[src/rtl/datapath_alu_sequencer_if.sv]
// datapath_alu_sequencer_if: handshake and strobe bundle between the sequencer and the bus datapath
interface datapath_alu_sequencer_if #(parameter int CNT_W = 16);
  logic             i_run;
  logic             i_mem_ready;
  logic [31:0]      i_ir;
  logic             o_pc_out, o_mar_in, o_z_in, o_zlo_out, o_pc_in, o_inc_pc;
  logic             o_read, o_mdr_in, o_mdr_out, o_ir_in, o_y_in;
  logic [15:0]      o_r_out, o_r_in;
  logic [4:0]       o_alu_ctl;
  logic             o_busy, o_done, o_fault;
  logic [CNT_W-1:0] o_instr_count;
  modport master (
    input  i_run, i_mem_ready, i_ir,
    output o_pc_out, o_mar_in, o_z_in, o_zlo_out, o_pc_in, o_inc_pc, o_read, o_mdr_in,
           o_mdr_out, o_ir_in, o_y_in, o_r_out, o_r_in, o_alu_ctl, o_busy, o_done, o_fault,
           o_instr_count
  );
  modport slave (
    output i_run, i_mem_ready, i_ir,
    input  o_pc_out, o_mar_in, o_z_in, o_zlo_out, o_pc_in, o_inc_pc, o_read, o_mdr_in,
           o_mdr_out, o_ir_in, o_y_in, o_r_out, o_r_in, o_alu_ctl, o_busy, o_done, o_fault,
           o_instr_count
  );
endinterface

[src/rtl/datapath_alu_sequencer.sv]
// datapath_alu_sequencer: fetch/R-format execute control FSM with registered Moore strobes
module datapath_alu_sequencer #(
  parameter logic [4:0] OP_RMAX     = 5'd11,
  parameter int         MEM_TIMEOUT = 8,
  parameter int         CNT_W       = 16
) (
  input logic clk,
  input logic rst_n,
  datapath_alu_sequencer_if.master bus
);
  localparam int WW = $clog2(MEM_TIMEOUT + 1);
  typedef enum logic [2:0] {IDLE, T0, T1, T2, T3, T4, T5, FAULT} state_t;
  state_t r_state, w_nxt;
  logic [4:0] r_op, w_op;
  logic [3:0] r_ra, r_rb, r_rc, w_ra, w_rb, w_rc;
  logic [WW-1:0] r_wait;
  logic w_legal_t3;
  logic w_unused_ir;
  assign w_unused_ir = ^bus.i_ir[14:0];
  // IR fields are captured on the T2->T3 edge and held for the rest of the instruction
  always_comb begin
    {w_op, w_ra, w_rb, w_rc} = r_state == T2 ? bus.i_ir[31:15] : {r_op, r_ra, r_rb, r_rc};
    w_nxt = r_state;
    unique case (r_state)
      IDLE:  w_nxt = bus.i_run ? T0 : IDLE;
      T0:    w_nxt = T1;
      T1:    w_nxt = bus.i_mem_ready ? T2 : r_wait == WW'(MEM_TIMEOUT - 1) ? FAULT : T1;
      T2:    w_nxt = T3;
      T3:    w_nxt = r_op > OP_RMAX ? FAULT : T4;
      T4:    w_nxt = T5;
      T5:    w_nxt = bus.i_run ? T0 : IDLE;
      FAULT: w_nxt = FAULT;
    endcase
    w_legal_t3 = w_nxt == T3 && w_op <= OP_RMAX;
  end
  // Outputs are decoded from the next state so they appear registered in the state they belong to
  always_ff @(posedge clk or negedge rst_n)
    if (!rst_n) begin
      r_state           <= IDLE;
      {r_op, r_ra, r_rb, r_rc} <= '0;
      r_wait            <= '0;
      bus.o_pc_out      <= 1'b0;
      bus.o_mar_in      <= 1'b0;
      bus.o_inc_pc      <= 1'b0;
      bus.o_z_in        <= 1'b0;
      bus.o_zlo_out     <= 1'b0;
      bus.o_pc_in       <= 1'b0;
      bus.o_read        <= 1'b0;
      bus.o_mdr_in      <= 1'b0;
      bus.o_mdr_out     <= 1'b0;
      bus.o_ir_in       <= 1'b0;
      bus.o_y_in        <= 1'b0;
      bus.o_r_out       <= '0;
      bus.o_r_in        <= '0;
      bus.o_alu_ctl     <= '0;
      bus.o_busy        <= 1'b0;
      bus.o_done        <= 1'b0;
      bus.o_fault       <= 1'b0;
      bus.o_instr_count <= '0;
    end else begin
      r_state           <= w_nxt;
      {r_op, r_ra, r_rb, r_rc} <= {w_op, w_ra, w_rb, w_rc};
      r_wait            <= r_state == T1 ? r_wait + 1'b1 : '0;
      bus.o_pc_out      <= w_nxt == T0;
      bus.o_mar_in      <= w_nxt == T0;
      bus.o_inc_pc      <= w_nxt == T0;
      bus.o_z_in        <= w_nxt == T0 || w_nxt == T4;
      bus.o_zlo_out     <= w_nxt == T1 || w_nxt == T5;
      bus.o_pc_in       <= w_nxt == T1 && r_state == T0;
      bus.o_read        <= w_nxt == T1;
      bus.o_mdr_in      <= w_nxt == T1;
      bus.o_mdr_out     <= w_nxt == T2;
      bus.o_ir_in       <= w_nxt == T2;
      bus.o_y_in        <= w_legal_t3;
      bus.o_r_out       <= w_legal_t3 ? 16'h1 << w_rb : w_nxt == T4 ? 16'h1 << w_rc : 16'h0;
      bus.o_r_in        <= w_nxt == T5 ? 16'h1 << w_ra : 16'h0;
      bus.o_alu_ctl     <= w_nxt == T4 ? {w_op[3:0], 1'b0} : 5'd0;
      bus.o_busy        <= w_nxt != IDLE && w_nxt != FAULT;
      bus.o_done        <= w_nxt == T5;
      bus.o_fault       <= w_nxt == FAULT;
      bus.o_instr_count <= bus.o_instr_count + CNT_W'(r_state == T5);
    end
endmodule

[src/flat_wrapper.sv]
// flat-port wrapper written by rule: the top's interface ports become plain ports
module datapath_alu_sequencer_flat 
#(
  parameter logic [4:0] OP_RMAX     = 5'd11,
  parameter int         MEM_TIMEOUT = 8,
  parameter int         CNT_W       = 16
)
  (clk, rst_n, bus_i_run, bus_i_mem_ready, bus_i_ir, bus_o_pc_out, bus_o_mar_in, bus_o_z_in, bus_o_zlo_out, bus_o_pc_in, bus_o_inc_pc, bus_o_read, bus_o_mdr_in, bus_o_mdr_out, bus_o_ir_in, bus_o_y_in, bus_o_r_out, bus_o_r_in, bus_o_alu_ctl, bus_o_busy, bus_o_done, bus_o_fault, bus_o_instr_count);
  datapath_alu_sequencer_if #(.CNT_W(CNT_W)) bus_i ();
  input logic clk;
  input logic rst_n;
  input wire logic [$bits(bus_i.i_run)-1:0] bus_i_run;
  input wire logic [$bits(bus_i.i_mem_ready)-1:0] bus_i_mem_ready;
  input wire logic [$bits(bus_i.i_ir)-1:0] bus_i_ir;
  output wire logic [$bits(bus_i.o_pc_out)-1:0] bus_o_pc_out;
  output wire logic [$bits(bus_i.o_mar_in)-1:0] bus_o_mar_in;
  output wire logic [$bits(bus_i.o_z_in)-1:0] bus_o_z_in;
  output wire logic [$bits(bus_i.o_zlo_out)-1:0] bus_o_zlo_out;
  output wire logic [$bits(bus_i.o_pc_in)-1:0] bus_o_pc_in;
  output wire logic [$bits(bus_i.o_inc_pc)-1:0] bus_o_inc_pc;
  output wire logic [$bits(bus_i.o_read)-1:0] bus_o_read;
  output wire logic [$bits(bus_i.o_mdr_in)-1:0] bus_o_mdr_in;
  output wire logic [$bits(bus_i.o_mdr_out)-1:0] bus_o_mdr_out;
  output wire logic [$bits(bus_i.o_ir_in)-1:0] bus_o_ir_in;
  output wire logic [$bits(bus_i.o_y_in)-1:0] bus_o_y_in;
  output wire logic [$bits(bus_i.o_r_out)-1:0] bus_o_r_out;
  output wire logic [$bits(bus_i.o_r_in)-1:0] bus_o_r_in;
  output wire logic [$bits(bus_i.o_alu_ctl)-1:0] bus_o_alu_ctl;
  output wire logic [$bits(bus_i.o_busy)-1:0] bus_o_busy;
  output wire logic [$bits(bus_i.o_done)-1:0] bus_o_done;
  output wire logic [$bits(bus_i.o_fault)-1:0] bus_o_fault;
  output wire logic [$bits(bus_i.o_instr_count)-1:0] bus_o_instr_count;
  assign bus_i.i_run = bus_i_run;
  assign bus_i.i_mem_ready = bus_i_mem_ready;
  assign bus_i.i_ir = bus_i_ir;
  assign bus_o_pc_out = bus_i.o_pc_out;
  assign bus_o_mar_in = bus_i.o_mar_in;
  assign bus_o_z_in = bus_i.o_z_in;
  assign bus_o_zlo_out = bus_i.o_zlo_out;
  assign bus_o_pc_in = bus_i.o_pc_in;
  assign bus_o_inc_pc = bus_i.o_inc_pc;
  assign bus_o_read = bus_i.o_read;
  assign bus_o_mdr_in = bus_i.o_mdr_in;
  assign bus_o_mdr_out = bus_i.o_mdr_out;
  assign bus_o_ir_in = bus_i.o_ir_in;
  assign bus_o_y_in = bus_i.o_y_in;
  assign bus_o_r_out = bus_i.o_r_out;
  assign bus_o_r_in = bus_i.o_r_in;
  assign bus_o_alu_ctl = bus_i.o_alu_ctl;
  assign bus_o_busy = bus_i.o_busy;
  assign bus_o_done = bus_i.o_done;
  assign bus_o_fault = bus_i.o_fault;
  assign bus_o_instr_count = bus_i.o_instr_count;
  datapath_alu_sequencer #(.OP_RMAX(OP_RMAX), .MEM_TIMEOUT(MEM_TIMEOUT), .CNT_W(CNT_W)) u_core (.clk(clk), .rst_n(rst_n), .bus(bus_i));
endmodule
[config.mk]
export PLATFORM = sky130hd
export DESIGN_NAME = datapath_alu_sequencer_flat
export DESIGN_NICKNAME = d
export VERILOG_FILES = /design/src/rtl/datapath_alu_sequencer_if.sv /design/src/rtl/datapath_alu_sequencer.sv /design/src/flat_wrapper.sv
export SDC_FILE = /design/constraint.sdc
export NUM_CORES = 1
export LEC_CHECK = 0
export ABC_CLOCK_PERIOD_IN_PS = 2200
export CAP_MARGIN = 10
export CORE_UTILIZATION = 30
export CTS_CLUSTER_DIAMETER = 60
export CTS_CLUSTER_SIZE = 28
export DETAILED_ROUTE_END_ITERATION = 8
export GPL_TIMING_DRIVEN = 0
export PLACE_DENSITY = 0.65
export SLEW_MARGIN = 20
export SYNTH_ARGS = -nofsm -noshare
export SYNTH_HDL_FRONTEND = slang
export SYNTH_SLANG_ARGS = --single-unit
export TNS_END_PERCENT = 10
[constraint.sdc]
create_clock -name clk -period 2.2 [get_ports clk]
set_input_delay 0.33 -clock clk [delete_from_list [all_inputs] [get_ports clk]]
set_output_delay 0.33 -clock clk [all_outputs]
set_load 0.01 [all_outputs]
==> flow_metrics.tcl, run 1 <==
set metrics [dict create \
    outcome "completed" \
    antenna_cells 0 \
    cp.arrival_ns 2.29 \
    dr.pass1.iters 5 \
    syn_area_um2 3540 \
    hold_start "u_core.bus.o_instr_count[15]$_DFF_PN0_" \
    area_growth_pct 39.3 \
    netlist.area_leader.share_pct 60.8 \
    initial_core_util_pct 30.9 \
    clock_sinks 86 \
    final_nets 454 \
    grt_start_max_net_pins 56 \
    overflow 0 \
    yosysWarnings 0 \
    cts-root-buf "clkbuf_16" \
    syn_area_per_cell_um2 11.2 \
    rsz0062_at_grt "no" \
    post-route-drc-count 0 \
    die_w_um 111 \
    critPathRequiredTime_ns 2.46 \
    post_drt_via_cell_ratio 4.80 \
    hold_violations 0 \
    final-setup-viol-count 0 \
    fmax_mhz 491 \
    grt_pass1_wl_mm 13.5 \
    crit_start "u_core.r_state[0]$_DFF_PN0_" \
    critPathMaxFanout 9 \
    power.density_nw_per_um2 1200 \
    synth_cell_types 44 \
    synth_area_leaders "dfrtp_1 (61%), nand2_1 (4.2%), nor2_1 (2.9%), xnor2_1 (2.7%), o22ai_1 (2.3%)" \
    tightest_slew_ns 0.531 \
    path_class "reg2reg" \
    clk_pin_slew_worst_paths_ns 0.06 \
    cp_slowest_cell "dfrtp_1" \
    wirelength_mm 8.13 \
    grt_pass1_vias 2719 \
    post-synth-top-area-cell "dfrtp_1" \
    final_common_cell "dfrtp_1" \
    row_count 39 \
    drt_iter0_markers 128 \
    max_cap_viol_count 0 \
    endpoint_kind "flop" \
    synth_edf_count 0 \
    cts_max_level 3 \
    path_cells "buf_6 -> nand2b_1 -> nor2_1 -> ha_1 -> ha_1 -> nand4_1 -> nor2_1 -> xor2_1" \
    drv_slew 0 \
    syn-num-nets 355 \
    placed_cell_area_um2 4610 \
    async_flop_share_pct 100 \
    antenna_found_initial 0 \
    grt_usage_pct 14.1 \
    ir_worst_vdd_mv 0.464 \
    drive_above_1_share_pct 9.79 \
    io_buffers 86 \
    cts-buffers-inserted 9 \
    critPathBufInv 1 \
    netlist_instances 316 \
    cpLargestDelayFamily "simple AND/OR/NAND/NOR gates" \
    final_cells 562 \
    core_um2 11500 \
    wl_per_cell_um 14.5 \
    leakage_nw 2.18 \
    clock_path_buffers 2 \
    startpoint_type "flop" \
    dp.cells 546 \
    ys_seq_area_share_pct 60.8 \
    fin_crit_sh_pct 92.5 \
    final_area_um2 4930 \
    cts_tree "yes" \
    dp_hpwl_mm 5.92 \
    via_count 2697 \
    ys_ff_latch 86 \
    final_cell_mix "dfrtp_1 (86), clkdlybuf4s50_1 (85), nand2_1 (40), nor2_1 (27), o22ai_1 (13)" \
    hp-class "reg2reg" \
    slew_headroom_pct 64.4 \
    num_io_pins 103 \
    r2r-start "u_core.r_state[0]$_DFF_PN0_" \
    max_stage_delay_ns 0.38 \
    die-area_um2 12200 \
    p_total_mw 5.90 \
    finClkSkew_ns 0.00729 \
    synthFlopType "dfrtp_1" \
    gp_routability_congestion 0.793 \
    fin_crit_ns 2.04 \
    die_h_um 111 \
    clk_latency_ns 0.34 \
    ant_nets 0 \
]
[metrics by stage]
stage	hold WS, ns	setup WS, ns	util [%]	setup TNS [ns]
after floorplan	0.0344	0.511	-	0
after global placement	0.450	-2.24	40.0	-192.39
after detailed placement	0.309	-0.0532	40.2	-0.100
after CTS	0.473	0.169	43.0	0
after global routing	0.490	0.0318	43.0	0
final	0.465	0.165	43.0	0
[sequential cells by signal (all words and copies together) (netlist names)]
register / cells
u_core.bus.o_instr_count: 16
u_core.bus.o_r_in: 16
u_core.bus.o_r_out: 16
u_core.r_op: 5
u_core.bus.o_alu_ctl: 4
u_core.r_ra: 4
u_core.r_rb: 4
u_core.r_rc: 4
u_core.r_wait: 4
u_core.r_state: 3
u_core.bus.o_busy: 1
u_core.bus.o_done: 1
u_core.bus.o_fault: 1
u_core.bus.o_mdr_out: 1
u_core.bus.o_pc_in: 1
u_core.bus.o_pc_out: 1
u_core.bus.o_read: 1
u_core.bus.o_y_in: 1
u_core.bus.o_z_in: 1
u_core.bus.o_zlo_out: 1
[kinds of logic after synthesis]
kind of cell,synth area share (%)
simple gates,19.6
compound gates,9.11
other cells,0.106
fa+ha+maj,1.06
flops,60.8
mux,0.883
xor+xnor,4.20
buf+inv,4.27
[final cells by class]
class / instances / area (µm²)
buffer: 16 / 98.8
sequential: 86 / 2150
fill: 1093 / 6530
tap: 143 / 179
inverter: 14 / 52.6
clock inverter: 6 / 87.6
clock buffer: 9 / 225
multi-input combinational: 200 / 1240
timing repair buffer: 88 / 896
[Yosys cell counts (all sizes together), types with 4 or more instances]
master,n
a21oi,4
a31oi,5
a32oi,4
and2,10
and3,6
buf,14
dfrtp,86
inv,14
nand2,40
nand3,7
nand3b,5
nand4,8
nor2,27
nor3,8
nor3b,8
o211ai,4
o22ai,13
o32ai,6
xnor2,11
xor2,6
[layer usage]
| metal | vias to the layer above | global-route usage [%] | wire length, µm |
|---|---|---|---|
| li1 | 1290 | - | - |
| met1 | 1326 | 18.4 | 3810 |
| met2 | 68 | 21.9 | 3830 |
| met3 | 13 | 4.59 | 366 |
| met4 | 0 | 5.16 | 123 |
| met5 | - | 0 | 0 |
[report_power, final]
part | switching (mW) | total [mW] | internal (mW)
Sequential | 0.226 | 2.17 | 1.94
Clock | 0.596 | 1.58 | 0.987
Combinational | 1.23 | 2.15 | 0.917
Total | 2.05 | 5.90 | 3.85
[what timing repair did]
action | 4_1_cts | 5_1_grt
hold endpoints to repair | 31 | 0
buffers inserted | 0 | 0
hold buffers | 1 | 0
gates resized for setup | 1 | 0
setup endpoints to repair | 3 | 0
[path summary, 6_finish.rpt]
| kind | cells past startpoint | endpoint | slack, ns |
|---|---|---|---|
| worst max-delay path | 8 | u_core.bus.o_instr_count[14]$_DFF_PN0_ | 0.16 |
| worst min-delay path | 1 | u_core.bus.o_instr_count[15]$_DFF_PN0_ | 0.46 |
| worst max register to register | 8 | u_core.bus.o_instr_count[14]$_DFF_PN0_ | 0.16 |
| worst min register to register | 1 | u_core.bus.o_instr_count[15]$_DFF_PN0_ | 0.46 |
| max in group asynchronous | 3 | u_core.r_ra[1]$_DFF_PN0_ | 1.11 |
| min in group asynchronous | 2 | u_core.r_rb[1]$_DFF_PN0_ | 0.48 |
(Power assumes the default switching activity.)
==> inputs of run 2 (changes only) <==
--- a/config.mk
+++ b/config.mk
@@ -8,7 +8,7 @@
 export ABC_CLOCK_PERIOD_IN_PS = 2200
 export CAP_MARGIN = 10
 export CORE_UTILIZATION = 30
-export CTS_CLUSTER_DIAMETER = 60
+export CTS_CLUSTER_DIAMETER = 200
 export CTS_CLUSTER_SIZE = 28
 export DETAILED_ROUTE_END_ITERATION = 8
 export GPL_TIMING_DRIVEN = 0
==> results of run 2 <==
No change in the layout: final DEF, timing and power equal those of run 1.
==> inputs of run 3 (changes only) <==
--- a/config.mk
+++ b/config.mk
@@ -6,12 +6,10 @@
 export NUM_CORES = 1
 export LEC_CHECK = 0
 export ABC_CLOCK_PERIOD_IN_PS = 2200
-export CAP_MARGIN = 10
 export CORE_UTILIZATION = 30
 export CTS_CLUSTER_DIAMETER = 200
 export CTS_CLUSTER_SIZE = 28
 export DETAILED_ROUTE_END_ITERATION = 8
-export GPL_TIMING_DRIVEN = 0
 export PLACE_DENSITY = 0.65
 export SLEW_MARGIN = 20
 export SYNTH_ARGS = -nofsm -noshare
==> flow_metrics.tcl, run 3 (synthesis gave the netlist of run 1 again) <==
set metrics [dict create \
    path_class "reg2reg" \
    cp_slowest_cell "dfrtp_1" \
    cts-root-buf "clkbuf_16" \
    critPathBufInv 2 \
    fin_crit_ns 2.02 \
    grt_start_max_net_pins 42 \
    die_h_um 111 \
    fin_crit_sh_pct 91.7 \
    post_drt_via_cell_ratio 4.78 \
    placed_cell_area_um2 4580 \
    via_count 2660 \
    final_common_cell "dfrtp_1" \
    reg_top3 "u_core.bus.o_instr_count: 16 flops, u_core.bus.o_r_in: 16 flops, u_core.bus.o_r_out: 16 flops" \
    area_growth_pct 38.3 \
    die_w_um 111 \
    row_count 39 \
    violations "negative hold slack" \
    cts-buffers-inserted 9 \
    max_cap_viol_count 0 \
    rsz0062_at_grt "no" \
    ant_nets 0 \
    clock_path_buffers 2 \
    clock_sinks 86 \
    grt_pass1_wl_mm 13.0 \
    startpoint_type "flop" \
    tightest_slew_ns 0.574 \
    outcome "finished, violations left" \
    drt_iter0_markers 157 \
    cpLargestDelayFamily "flip-flops" \
    cts_resized 0 \
    core_um2 11500 \
    endpoint_kind "flop" \
    hold_violations 14 \
    initial_core_util_pct 30.9 \
    p_total_mw 5.80 \
    cts_hold_buf 0 \
    power.density_nw_per_um2 1180 \
    wirelength_mm 7.84 \
    crit_start "u_core.r_state[1]$_DFF_PN0_" \
    multi_input_area_um2 1240 \
    fin_tns_setup_ns 0 \
    cts_setup_buffers 0 \
    post-route-drc-count 0 \
    finClkSkew_ns 0.00971 \
    ir_worst_vdd_mv 0.665 \
    grt_usage_pct 13.6 \
    grt_pass1_vias 2636 \
    num-fill-cells 1102 \
    clk_latency_ns 0.34 \
    gp_routability_congestion 0.775 \
    drive_above_1_share_pct 8.96 \
    cts_max_level 3 \
    final_cell_mix "dfrtp_1 (86), clkdlybuf4s50_1 (85), nand2_1 (40), nor2_1 (27), o22ai_1 (13)" \
    final_area_um2 4900 \
    antenna_found_initial 0 \
    fmax_mhz 495 \
    num_io_pins 103 \
    cts_tree "yes" \
    leakage_nw 2.15 \
    hold-worst-slack_ns -0.0186 \
    io_buffers 86 \
    die-area_um2 12200 \
    seq_area_um2 2150 \
    r2r-start "u_core.r_state[1]$_DFF_PN0_" \
    clk_pin_slew_worst_paths_ns 0.07 \
    path_cells "and3b_1 -> buf_4 -> mux2i_1 -> inv_1 -> nand3b_2 -> o22ai_1" \
    critPathMaxFanout 18 \
    critPathRequiredTime_ns 2.40 \
    dp_hpwl_mm 5.81 \
    antenna_cells 0 \
    max_stage_delay_ns 0.56 \
    hp-class "in2async" \
    final_nets 447 \
    slew_headroom_pct 61.7 \
    wl_per_cell_um 14.1 \
    dr.pass1.iters 4 \
    drv_slew 0 \
    final-setup-viol-count 0 \
    cp.arrival_ns 2.22 \
    overflow 0 \
]
## run 3: cell count changes in the layout (fill, tap and decap cells not counted), sizes merged
cell and delta:
dlygate4sd3 -1, inv +1, clkbuf -1, buf -4, bufinv -1, clkinvlp +3
clkinv -3
## run 3: report_power, final
group / internal (mW) / switching, mW / total (mW)
Clock: 0.916 / 0.623 / 1.54
Combinational: 0.899 / 1.14 / 2.04
Sequential: 1.94 / 0.276 / 2.22
Total: 3.76 / 2.04 / 5.80
## run 3: area by class of cell
cell class / instances / share of cell area, %
clock buffer: 10 / 4.88
multi-input combinational: 200 / 25.3
clock inverter: 6 / 1.43
sequential: 86 / 43.9
inverter: 14 / 1.07
timing repair buffer: 97 / 19.7
tap: 143 / 3.65
## run 3: worst reg2reg max path, delay by kind of cell, from the launching register on
family | cells | cell delay (ns)
flops | 1 | 0.56
buf+inv | 2 | 0.41
compound gates | 1 | 0.11
mux | 1 | 0.38
simple gates | 2 | 0.42
## run 3: worst paths after layout
path                                                          to  slack [ns]  cells after the start
setup / recovery                 u_core.bus.o_r_out[7]$_DFF_PN0_        0.18                      6
hold / removal             u_core.bus.o_instr_count[3]$_DFF_PN0_       -0.02                      1
setup reg to reg                 u_core.bus.o_r_out[7]$_DFF_PN0_        0.18                      6
hold reg to reg                         u_core.r_op[0]$_DFF_PN0_        0.46                      2
max in group asynchronous        u_core.bus.o_r_in[11]$_DFF_PN0_        1.68                      2
min in group clk                        u_core.r_op[0]$_DFF_PN0_        0.46                      2
## run 3: per-layer routing
metal | vias to the layer above | GRT usage, % | share of wire (%) | wire length, µm
li1 | 1277 | - | - | -
met1 | 1292 | 16.5 | 45 | 3540
met2 | 83 | 22.2 | 48 | 3750
met3 | 8 | 4.87 | 5.6 | 440
met4 | 0 | 4.80 | 1.4 | 106
met5 | - | 0 | 0 | 0
## run 3: stage by stage
step / worst slack [ns] / util [%] / instances
floorplan: 0.511 / - / 316
detailed placement: 0.169 / 39.9 / 539
global placement: 0.168 / 39.9 / 539
global route: 0.0191 / 42.7 / 556
CTS: 0.149 / 42.6 / 555
finish: 0.182 / 42.7 / 556
